--- src/rtl/fetch_ctrl.sv ---
// fetch_ctrl: fetch-stage sequencer. Drives the PC mux select, the PC enable,
// the instruction-memory request and the IF/ID and ID/EX enable/flush controls.
// It arbitrates between EX redirects, memory wait states and load-use hazards.
// It also handles boot delay, memory-timeout halt and two saturating counters.
`timescale 1ns/1ps
module fetch_ctrl #(
   parameter int BOOT_CYCLES = 2,
   parameter int MEM_TIMEOUT = 16,
   parameter int CNT_W       = 32
) (
   input  logic             clk,
   input  logic             rst,
   input  logic             br_taken,
   input  logic             load_use,
   input  logic             imem_ready,
   output logic             pc_sel,
   output logic             pc_en,
   output logic             imem_req,
   output logic             ifid_en,
   output logic             ifid_flush,
   output logic             idex_flush,
   output logic             halted,
   output logic             err,
   output logic [CNT_W-1:0] stall_cnt,
   output logic [CNT_W-1:0] redirect_cnt
);

   // Boot counter holds BOOT_CYCLES; wait counter holds MEM_TIMEOUT-1.
   localparam int BW = $clog2(BOOT_CYCLES + 1);
   localparam int WW = $clog2(MEM_TIMEOUT);
   localparam logic [BW-1:0] BOOT_LAST = BW'(BOOT_CYCLES - 1);
   localparam logic [WW-1:0] WAIT_LAST = WW'(MEM_TIMEOUT - 1);

   typedef enum logic [1:0] {BOOT, RUN, MEM_WAIT, HALT} state_t;

   state_t          state, state_nxt;
   logic [BW-1:0]   boot_cnt;
   logic [WW-1:0]   wait_cnt;
   logic            boot_inc, wait_inc, wait_clr;
   logic            redirect_inc, stall_inc, err_set;

   // Counters stick at all-ones instead of wrapping.
   function automatic logic [CNT_W-1:0] sat_inc(input logic [CNT_W-1:0] v);
      if (v == {CNT_W{1'b1}}) return v;
      return v + CNT_W'(1);
   endfunction

   // State register; reset forces BOOT so every Mealy output drops at once.
   always_ff @(posedge clk or negedge rst) begin
      if (!rst) state <= BOOT;
      else      state <= state_nxt;
   end

   // Next-state and Mealy control decode, redirect first, then memory, then load-use.
   always_comb begin
      state_nxt    = state;
      pc_sel       = 1'b0;
      pc_en        = 1'b0;
      imem_req     = 1'b0;
      ifid_en      = 1'b0;
      ifid_flush   = 1'b0;
      idex_flush   = 1'b0;
      halted       = 1'b0;
      boot_inc     = 1'b0;
      wait_inc     = 1'b0;
      wait_clr     = 1'b0;
      redirect_inc = 1'b0;
      stall_inc    = 1'b0;
      err_set      = 1'b0;
      case (state)
         BOOT: begin
            if (boot_cnt == BOOT_LAST) state_nxt = RUN;
            else                       boot_inc  = 1'b1;
         end
         RUN, MEM_WAIT: begin
            imem_req = 1'b1;
            if (br_taken) begin
               pc_sel       = 1'b1;
               pc_en        = 1'b1;
               ifid_en      = 1'b1;
               ifid_flush   = 1'b1;
               idex_flush   = 1'b1;
               redirect_inc = 1'b1;
               wait_clr     = 1'b1;
               state_nxt    = RUN;
            end else if (!imem_ready) begin
               // Not-ready: hold PC; either bubble ID/EX (load-use) or IF/ID.
               stall_inc = 1'b1;
               if (load_use) begin
                  idex_flush = 1'b1;
               end else begin
                  ifid_en    = 1'b1;
                  ifid_flush = 1'b1;
               end
               if (wait_cnt == WAIT_LAST) begin
                  state_nxt = HALT;
                  err_set   = 1'b1;
               end else begin
                  wait_inc  = 1'b1;
                  state_nxt = MEM_WAIT;
               end
            end else if (load_use) begin
               stall_inc  = 1'b1;
               idex_flush = 1'b1;
               wait_clr   = 1'b1;
               state_nxt  = RUN;
            end else begin
               pc_en     = 1'b1;
               ifid_en   = 1'b1;
               wait_clr  = 1'b1;
               state_nxt = RUN;
            end
         end
         HALT: begin
            halted = 1'b1;
         end
      endcase
   end

   // Boot and memory-wait counters.
   always_ff @(posedge clk or negedge rst) begin
      if (!rst) begin
         boot_cnt <= '0;
         wait_cnt <= '0;
      end else begin
         if (boot_inc) boot_cnt <= boot_cnt + BW'(1);
         if (wait_clr)      wait_cnt <= '0;
         else if (wait_inc) wait_cnt <= wait_cnt + WW'(1);
      end
   end

   // Performance counters and the sticky timeout flag.
   always_ff @(posedge clk or negedge rst) begin
      if (!rst) begin
         stall_cnt    <= '0;
         redirect_cnt <= '0;
         err          <= 1'b0;
      end else begin
         if (stall_inc)    stall_cnt    <= sat_inc(stall_cnt);
         if (redirect_inc) redirect_cnt <= sat_inc(redirect_cnt);
         if (err_set)      err          <= 1'b1;
      end
   end

endmodule

--- config.mk ---
export PLATFORM = sky130hd
export DESIGN_NAME = fetch_ctrl
export DESIGN_NICKNAME = d
export VERILOG_FILES = /design/src/rtl/fetch_ctrl.sv
export SDC_FILE = /design/constraint.sdc
export NUM_CORES = 1
export LEC_CHECK = 0
export CAP_MARGIN = 20
export CORE_MARGIN = 2
export CORE_UTILIZATION = 46
export DETAILED_ROUTE_END_ITERATION = 10
export GPL_TIMING_DRIVEN = 0
export PLACE_DENSITY = 0.81
export SYNTH_ARGS = -nofsm -noshare
export SYNTH_HDL_FRONTEND = slang
export SYNTH_SLANG_ARGS = --single-unit
--- constraint.sdc ---
create_clock -name clk -period 1.9 [get_ports clk]
set_input_delay 0.19 -clock clk [delete_from_list [all_inputs] [get_ports clk]]
set_output_delay 0.19 -clock clk [all_outputs]
set_load 0.02 [all_outputs]
==> results of run 1 <==
[final timing paths]
path / from / to / slack, ps / depth (start not counted)
max in group asynchronous: rst / redirect_cnt[1]$_DFFE_PN0P_ / 1190 / 3
max reg2reg: redirect_cnt[21]$_DFFE_PN0P_ / redirect_cnt[26]$_DFFE_PN0P_ / -40 / 5
min: rst / stall_cnt[11]$_DFFE_PN0P_ / 390 / 3
min in group clk: br_taken / stall_cnt[0]$_DFFE_PN0P_ / 440 / 4
min reg2reg: err$_DFFE_PN0P_ / err$_DFFE_PN0P_ / 490 / 1
max: redirect_cnt[21]$_DFFE_PN0P_ / redirect_cnt[26]$_DFFE_PN0P_ / -40 / 5
[report_power, final]
part           switching [W]  internal, W  leakage [nW]  total (W)
Clock               0.000545     0.000640        0.0974    0.00119
Combinational      0.0000417    0.0000152          1.22  0.0000570
Sequential                 0      0.00155         0.966    0.00155
Total               0.000587      0.00221          2.29    0.00280
[stage by stage]
step                      hold WS, ps  total power (W)  worst slack [ps]   util
after floorplan                  -106          0.00159              11.0      -
after global placement            462          0.00163             -2100  0.595
after detailed placement          232          0.00164              -243  0.598
after CTS                         330          0.00282             -56.5  0.648
after global routing              428          0.00290              -101  0.700
final                             391          0.00280             -42.7  0.700
[kinds of logic (layout without fill, tap and decap cells)]
kind of cell	Yosys count	count (layout)
flip-flops	73	73
XOR/XNOR	62	62
buffers and inverters	15	144
AND/OR/NAND/NOR	167	167
adder cells (fa/ha/maj)	6	6
multiplexers	2	2
AO/OA/AOI/OAI	26	26
[layout make-up]
class / instances / area share
multi-input cells: 263 / 0.391
inverters: 9 / 0.00713
clock inverters: 3 / 0.00736
well taps: 102 / 0.0235
flip-flops and latches: 73 / 0.339
clock buffers: 13 / 0.0274
plain buffers: 6 / 0.0106
repair buffers: 113 / 0.194
[placed cells by master, fill, tap and decap left out, drive strengths merged, types with 9 or more instances in the layout]
cell type | Yosys | final
and3 | 15 | 15
buf | 4 | 43
clkbuf | 2 | 15
clkdlybuf4s50 | 0 | 68
dfrtp | 73 | 73
inv | 9 | 9
nand2 | 31 | 31
nand3 | 29 | 29
nand4 | 30 | 30
nor2 | 19 | 19
nor3 | 11 | 11
xnor2 | 37 | 37
xor2 | 25 | 25
[Yosys cell counts (all sizes together) (4+ instances only)]
library cell,n,area [um2]
and3,15,100
nand4,30,203
nor4,7,71.3
nand2,31,119
inv,9,33.8
and4,7,65.1
a21oi,5,25.0
xor2,25,219
dfrtp,73,1830
o21ai,7,35.0
nor2,19,71.3
buf,4,32.5
nor3,11,60.1
ha,6,75.1
nand3,29,145
xnor2,37,332
[registers in the layout (all words and copies together), names as in the netlist]
register / cells
boot_cnt: 2
err: 1
redirect_cnt: 32
stall_cnt: 32
state: 2
wait_cnt: 4
[per-layer routing]
layer	track usage	wire length, um	up-vias
met1	0.280	4250	1649
met5	0	0	-
met4	0.0894	301	0
li1	-	-	1510
met3	0.0409	687	33
met2	0.338	4800	143
[worst max-delay path: cells and delay by family, from the launching register on]
family           cells  cell delay, ps
flip-flops           1             430
AND/OR/NAND/NOR      4            1260
XOR/XNOR             1             140
[timing repair]
item | 4_1_cts | 5_1_grt
gates cloned | 1 | 0
endpoints found under the hold margin | 73 | 0
hold buffers | 1 | 0
pin swaps | 7 | 21
gates resized for setup | 44 | 43
setup endpoints to repair | 45 | 49
buffers inserted | 7 | 29
==> flow_summary_export.csv, run 1 <==
group,metric,value,unit
status,outcome,"finished with violations",
status,violations,"negative setup slack",
sta,max_freq,0.515,GHz
synthesis,synth.cell_area,0.00371,mm2
cts,cts_inserted_buffers,9,
route,drt-pass1-iter-count,4,
route,totalWireLength,10000,um
placement,gp_congestion,0.813,
floorplan,die_y,93.9,um
synthesis,synthCells,351,
global_route,grt_usage,0.211,
route,drcViolationCount,0,
cts,cts_sinks,73,
synthesis,ys_ff_latch,73,
run,max_cap_violations,0,
route,vias_per_cell,5.73,
floorplan,core_area,0.00777,mm2
global_route,grt_overflow_total,0,
setup_path,slowest_stage,"or4_4",
cts,cts.path.max_buffers,2,
setup_path,critPathLaunchType,"register",
sta,final_max_slew_viol_count,0,
setup_path,crit_type,"reg -> reg",
setup_path,cp_max_fo,4,
synthesis,syn_area_per_cell,10.6,um2
floorplan,row_count,32,
placement,dp_hpwl,6030,um
setup_path,critical_path.cell_chain,"nand4_1 > nor4_4 > nand2_2 > or4_4 > xnor2_2",
finish,fin_area,0.00544,mm2
sta,clock-skew-final,7.58,ps
synthesis,ys_seq_area_frac,0.492,
cts,cts_root_buf,"clkbuf_8",
synthesis,synthSimpleGateAreaFrac,0.265,
route,dr_total_vias,3335,
global_route,grt_pass1_vias,3038,
finish,stdcell_count,582,
sta,fin_crit_sh,1.02,
synthesis,synth_edf_count,0,
finish,drive_gt1_frac,0.269,
synthesis,synthMuxAreaShare,0.00606,
synthesis,synth_compound_area_frac,0.0492,
floorplan,start_util,0.478,
floorplan,die_area,0.00881,mm2
setup_path,crit_arrival,2170,ps
hold_path,hold_class,"in -> async",
route,drt_iter0_drc,224,
sta,tns,-63.1,ps
placement,placed_cell_area,0.00464,mm2
synthesis,synth_xor_area_frac,0.148,
cts,clk_pin_slew,70,ps
finish,nNetsFinal,486,
cts,cts_tree,"built",
sta,fin_ws,-42.7,ps
synthesis,ys.flop_type,"dfrtp_1",
floorplan,io-pin-count,77,
cts,htree_levels,3,
global_route,grt_start_max_net_pins,74,
floorplan,die_x,93.9,um
route,ant_nets,0,
sta,finalHoldViolCount,0,
finish,n_antenna_cell,0,
finish,nFillCells,522,
power_and_ir_drop,max-vdd-ir-drop,0.305,mV
synthesis,async_reset_ff_frac,1.00,
global_route,grt_pass1_wl,14700,um
synthesis,synth_top_family_by_area,"simple AND/OR/NAND/NOR gates",
synthesis,yosysUniqueCellTypes,51,
finish,multi_input_area,0.00212,mm2
setup_path,endpoint_kind,"register",
global_route,antenna_found_initial,0,
placement,port_buffers,75,
finish,ff_latch_area,0.00184,mm2
power_and_ir_drop,p_leak,2.29,nW
sta,worst_pin_slew,567,ps
power_and_ir_drop,p_per_area,514,mW/mm2
placement,dpl.cell_count,529,
synthesis,synth_nets,362,
synthesis,yosysWarnings,0,
route,post_drt_wl_per_cell,17.2,um
setup_path,cp_slowest_stage_delay,510,ps
finish,syn2layout_area_growth,46.4,%
setup_path,cp.required,2120,ps
sta,slew_headroom,0.621,
sta,period_minus_slack,1940,ps
sta,rsz0062_at_grt,"yes",
cts,clk_latency,340,ps
sta,setup-violations-final,3,
synthesis,synth-adder-area-share,0.0202,
(Power assumes the default switching activity.)
==> run 2: changes to the inputs <==
SLEW_MARGIN = 20   (was not set)
==> run 2 against run 1 <==
  * The flow still finishes with violations (negative setup slack)
  * Via count is 2.7% lower
  * Worst setup slack improved by 37 ps
  * Clock-buffer cell count shrank 1
  * Largest cell class unchanged
  * Highest routed layer unchanged
==> flow_summary_export.csv, run 2 (same netlist as run 1, synthesis figures left out) <==
group,metric,value,unit
route,dr_total_vias,3246,
floorplan,io-pin-count,77,
cts,cts_tree,"built",
route,post_drt_wl_per_cell,17.0,um
finish,mostFrequentLayoutCell,"clkdlybuf4s50_1",
power_and_ir_drop,internal_power,0.00224,W
global_route,use_met3,0.0401,
route,ant_nets,0,
sta,period_minus_slack,1910,ps
placement,placed_cell_area,0.00464,mm2
finish,n_antenna_cell,0,
route,vias_per_cell,5.61,
sta,final_max_slew_viol_count,0,
floorplan,die_area,0.00881,mm2
cts,clk_latency,340,ps
finish,multi_input_area,0.00215,mm2
placement,port_buffers,75,
finish,mostFrequentLayoutCells,"clkdlybuf4s50_1, dfrtp_1, xnor2_1",
finish,ff_latch_area,0.00185,mm2
setup_path,cp_max_fo,10,
power_and_ir_drop,p_seq_frac,0.550,
global_route,grt_pass1_wl,14900,um
power_and_ir_drop,p_per_area,518,mW/mm2
sta,rsz0062_at_grt,"yes",
finish,fin_area,0.00545,mm2
global_route,grt_start_max_net_pins,59,
setup_path,crit_type,"reg -> reg",
setup_path,r2r_slack,-6,ps
placement,dp_slack,-228,ps
sta,max_freq,0.525,GHz
run,max_cap_violations,0,
power_and_ir_drop,pwr-share-clk,0.429,
finish,nFillCells,514,
global_route,antenna_found_initial,0,
power_and_ir_drop,combPwrFrac,0.021,
status,violations,"negative setup slack",
placement,dp_hpwl,6160,um
hold_path,hold_class,"in -> async",
floorplan,row_count,32,
setup_path,crit_arrival,2160,ps
setup_path,cp.required,2160,ps
cts,cts_inserted_buffers,9,
global_route,met1_usage,0.291,
floorplan,core_area,0.00777,mm2
finish,largestRegisters,"redirect_cnt: 32 flops, stall_cnt: 32 flops, wait_cnt: 4 flops",
setup_path,startpoint,"redirect_cnt[8]$_DFFE_PN0P_",
power_and_ir_drop,p_switching,0.000587,W
finish,syn2layout_area_growth,46.6,%
cts,cts_sinks,73,
cts,cts_root_buf,"clkbuf_8",
floorplan,die_x,93.9,um
global_route,grt_overflow_total,0,
route,drt-pass1-iter-count,5,
sta,tns,-5.89,ps
setup_path,critPathLaunchType,"register",
finish,nNetsFinal,484,
power_and_ir_drop,switching_share,0.208,
route,drt_iter0_drc,209,
global_route,top_usage_layer,"met2",
setup_path,rr_endpoint,"redirect_cnt[31]$_DFFE_PN0P_",
setup_path,endpoint_kind,"register",
status,outcome,"finished with violations",
power_and_ir_drop,p_leak,2.31,nW
route,drcViolationCount,0,
floorplan,die_y,93.9,um
sta,clock-skew-final,10.0,ps
sta,setup-violations-final,1,
floorplan,start_util,0.478,
cts,clk_pin_slew,80,ps
cts,cts.path.max_buffers,2,
global_route,grt_pass1_vias,3068,
setup_path,rr_worst_depth,7,
sta,slew_headroom,0.679,
placement,gp_congestion,0.813,
sta,fin_ws,-5.89,ps
route,totalWireLength,9870,um
sta,finalHoldViolCount,0,
global_route,use_met2,0.345,
global_route,grt_usage,0.215,
sta,fin_crit_sh,1.00,
sta,worst_pin_slew,480,ps
setup_path,r2r-start,"redirect_cnt[8]$_DFFE_PN0P_",
finish,drive_gt1_frac,0.275,
power_and_ir_drop,max-vdd-ir-drop,0.327,mV
cts,htree_levels,3,
[run 2: cell types whose count changed in the layout (fill, tap and decap cells not counted), moves of 2 or more]
cell	change
and3_1	+2
clkbuf_1	-2
clkbuf_2	+2
dfrtp_2	+2
and3_4	-2
buf_4	-2
nor3_2	-3
nand3_2	-2
nor3_4	+3
dfrtp_1	-2
[run 2: how the worst max path moves through the flow]
stage | endpoint | slack (ps) | depth (start not counted)
3_5_place_dp | stall_cnt[26]$_DFFE_PN0P_ | -230 | 6
6_report | redirect_cnt[31]$_DFFE_PN0P_ | -6 | 7
3_3_place_gp | redirect_cnt[19]$_DFFE_PN0P_ | -2100 | 1
5_1_grt | redirect_cnt[29]$_DFFE_PN0P_ | -110 | 8
2_1_floorplan | redirect_cnt[26]$_DFFE_PN0P_ | 10 | 5
4_1_cts | redirect_cnt[11]$_DFFE_PN0P_ | -20 | 8
[run 2: power by group through the flow]
stage          Clock, W  Sequential, W  Combinational, W
2_1_floorplan         0        0.00158        0.00000775
3_3_place_gp          0        0.00158         0.0000471
3_5_place_dp          0        0.00158         0.0000551
4_1_cts         0.00123        0.00155         0.0000592
5_1_grt         0.00130        0.00155         0.0000671
6_report        0.00121        0.00155         0.0000580
[run 2: per-stage QoR]
| stage | total power (W) | hold slack, ps | instances | util |
|---|---|---|---|---|
| CTS | 0.00284 | 249 | 553 | 0.652 |
| detailed placement | 0.00164 | 77.3 | 529 | 0.598 |
| global placement | 0.00163 | 462 | 528 | 0.595 |
| finish | 0.00282 | 250 | 579 | 0.701 |
| global route | 0.00292 | 273 | 579 | 0.701 |
| floorplan | 0.00159 | -106 | 351 | - |
[run 2: worst max-delay path, stage by stage (launching register included)]
cell	delay (ps)
dfrtp_2	460
and4_4	240
and3_1	190
buf_6	140
and3_4	170
buf_8	170
nor4_4	280
xor2_1	170
[run 2: cell type report]
| cell class | count | share of cell area |
|---|---|---|
| sequential | 73 | 0.339 |
| timing repair buffer | 111 | 0.189 |
| buffer | 6 | 0.0106 |
| clock buffer | 12 | 0.0285 |
| clock inverter | 3 | 0.00735 |
| multi-input combinational | 263 | 0.394 |
| inverter | 9 | 0.00758 |
| tap | 102 | 0.0234 |
[run 2: repair_timing]
action	CTS	global route
hold endpoints to repair	15	0
endpoints found under the setup margin	49	52
buffers inserted	7	26
pin swaps	5	27
cloned	1	0
gates resized for setup	44	51
hold buffers	1	0
[run 2: layer usage]
metal | vias to the layer above | part of all wire
met5 | - | 0
met4 | 0 | 0.015
met3 | 15 | 0.051
met1 | 1594 | 0.43
li1 | 1516 | -
met2 | 121 | 0.50
==> run 3: changes to the inputs <==
TNS_END_PERCENT = 50   (was not set)
==> run 3 against run 2 <==
  * Critical endpoint is now redirect_cnt[27]$_DFFE_PN0P_
  * Via count down 2.0%
  * The flow still finishes with violations (negative setup slack)
  * Register-to-register slack is essentially flat
  * Clock power about the same
  * Clock skew is 2.8 ps lower
  * Power down 0.31%
  * Largest power group unchanged
  * Critical path type unchanged
  * Worst hold slack gained 7.8 ps
  * Sequential power about the same
  * Cell count down 1.0%
  * Non-clock buffer count shrank 6
==> flow_summary_export.csv, run 3 (same netlist as run 1, synthesis figures left out) <==
group,metric,value,unit
floorplan,die_x,93.9,um
run,max_cap_violations,0,
setup_path,crit_type,"reg -> reg",
sta,setup-violations-final,5,
finish,mostFrequentLayoutCell,"clkdlybuf4s50_1",
floorplan,die_area,0.00881,mm2
sta,worst_pin_slew,568,ps
route,totalWireLength,9640,um
floorplan,core_area,0.00777,mm2
global_route,grt_usage,0.210,
power_and_ir_drop,max-vdd-ir-drop,0.336,mV
finish,n_antenna_cell,0,
finish,syn2layout_area_growth,45.3,%
setup_path,cp_max_fo,6,
floorplan,die_y,93.9,um
sta,finalHoldViolCount,0,
setup_path,rr_endpoint,"redirect_cnt[27]$_DFFE_PN0P_",
sta,max_freq,0.523,GHz
status,violations,"negative setup slack",
sta,final_max_slew_viol_count,0,
global_route,grt_pass1_wl,14600,um
status,outcome,"finished with violations",
power_and_ir_drop,p_per_area,521,mW/mm2
finish,mostFrequentLayoutCells,"clkdlybuf4s50_1, dfrtp_1, xnor2_1",
cts,cts.path.max_buffers,2,
setup_path,r2r-start,"redirect_cnt[8]$_DFFE_PN0P_",
setup_path,cp.required,2170,ps
sta,clock-skew-final,7.21,ps
route,drt_iter0_drc,144,
global_route,grt_overflow_total,0,
route,drt-pass1-iter-count,4,
setup_path,critPathLaunchType,"register",
cts,clk_latency,340,ps
cts,clk_pin_slew,70,ps
floorplan,row_count,32,
placement,gp_congestion,0.813,
route,dr_total_vias,3182,
sta,fin_ws,-12.7,ps
global_route,antenna_found_initial,0,
global_route,grt_start_max_net_pins,59,
cts,htree_levels,3,
global_route,grt_pass1_vias,3017,
finish,largestRegisters,"redirect_cnt: 32 flops, stall_cnt: 32 flops, wait_cnt: 4 flops",
route,post_drt_wl_per_cell,16.8,um
finish,nNetsFinal,478,
cts,cts_sinks,73,
sta,period_minus_slack,1910,ps
sta,fin_crit_sh,1.01,
sta,slew_headroom,0.620,
route,ant_nets,0,
sta,rsz0062_at_grt,"yes",
cts,cts_inserted_buffers,9,
cts,cts_root_buf,"clkbuf_8",
floorplan,start_util,0.478,
power_and_ir_drop,p_leak,2.29,nW
setup_path,crit_arrival,2180,ps
placement,dp_hpwl,6160,um
cts,cts_tree,"built",
setup_path,rr_worst_depth,7,
hold_path,hold_class,"in -> async",
power_and_ir_drop,finalPower,0.00281,W
setup_path,endpoint_kind,"register",
setup_path,r2r_slack,-10,ps
route,vias_per_cell,5.55,
finish,drive_gt1_frac,0.251,
placement,port_buffers,75,
route,drcViolationCount,0,
sta,tns,-31.1,ps
floorplan,io-pin-count,77,
## run 3: layer usage
metal | routed length, um | track usage
met1 | 4250 | 0.283
met2 | 4810 | 0.334
met4 | 156 | 0.0857
met5 | 0 | 0
met3 | 425 | 0.0401
## run 3: worst max-delay path by stage
stage / startpoint / end / slack [ps] / cells after the start
finish: redirect_cnt[8]$_DFFE_PN0P_ / redirect_cnt[27]$_DFFE_PN0P_ / -10 / 7
global route: redirect_cnt[9]$_DFFE_PN0P_ / redirect_cnt[25]$_DFFE_PN0P_ / -130 / 6
CTS: redirect_cnt[0]$_DFFE_PN0P_ / redirect_cnt[26]$_DFFE_PN0P_ / -60 / 6
detailed placement: imem_ready / stall_cnt[26]$_DFFE_PN0P_ / -230 / 6
global placement: rst / redirect_cnt[19]$_DFFE_PN0P_ / -2100 / 1
floorplan: redirect_cnt[6]$_DFFE_PN0P_ / redirect_cnt[26]$_DFFE_PN0P_ / 10 / 5
## run 3: area by class of cell
cell class	instances	area [um2]
Sequential cell	73	1840
Clock buffer	12	155
Fill cell	529	2370
Buffer	6	57.6
Tap cell	102	128
Clock inverter	3	40.0
Inverter	9	38.8
Timing Repair Buffer	105	1010
Multi-Input combinational cell	263	2130
## run 3: where the power goes
group | leakage (nW) | total [W] | switching, W | internal (W)
Sequential | 0.972 | 0.00155 | 0 | 0.00155
Combinational | 1.22 | 0.0000579 | 0.0000427 | 0.0000152
Clock | 0.102 | 0.00120 | 0.000536 | 0.000668
## run 3: critical path, cell delays in order, from the launching register on
cell       delay, ps
dfrtp_1          460
and4_4           260
and3_1           170
buf_6            130
and3_4           190
clkbuf_16        170
nor4_2           300
xnor2_1          150
## run 3: metrics by stage
step	hold WS, ps	cell area [um2]	std cells	util	setup WS [ps]
4_1_cts	249	4980	550	0.642	-62.8
6_report	257	5400	573	0.695	-12.7
3_3_place_gp	462	4620	528	0.595	-2100
3_5_place_dp	77.3	4640	529	0.598	-228
2_1_floorplan	-106	3740	351	-	11.0
5_1_grt	278	5400	573	0.695	-132
## run 3: timing repair
action	4_1_cts	5_1_grt
pin swaps	3	24
gates resized for setup	35	50
endpoints found under the hold margin	15	0
hold buffers	1	0
cloned	1	1
buffers inserted	4	22
endpoints found under the setup margin	49	64
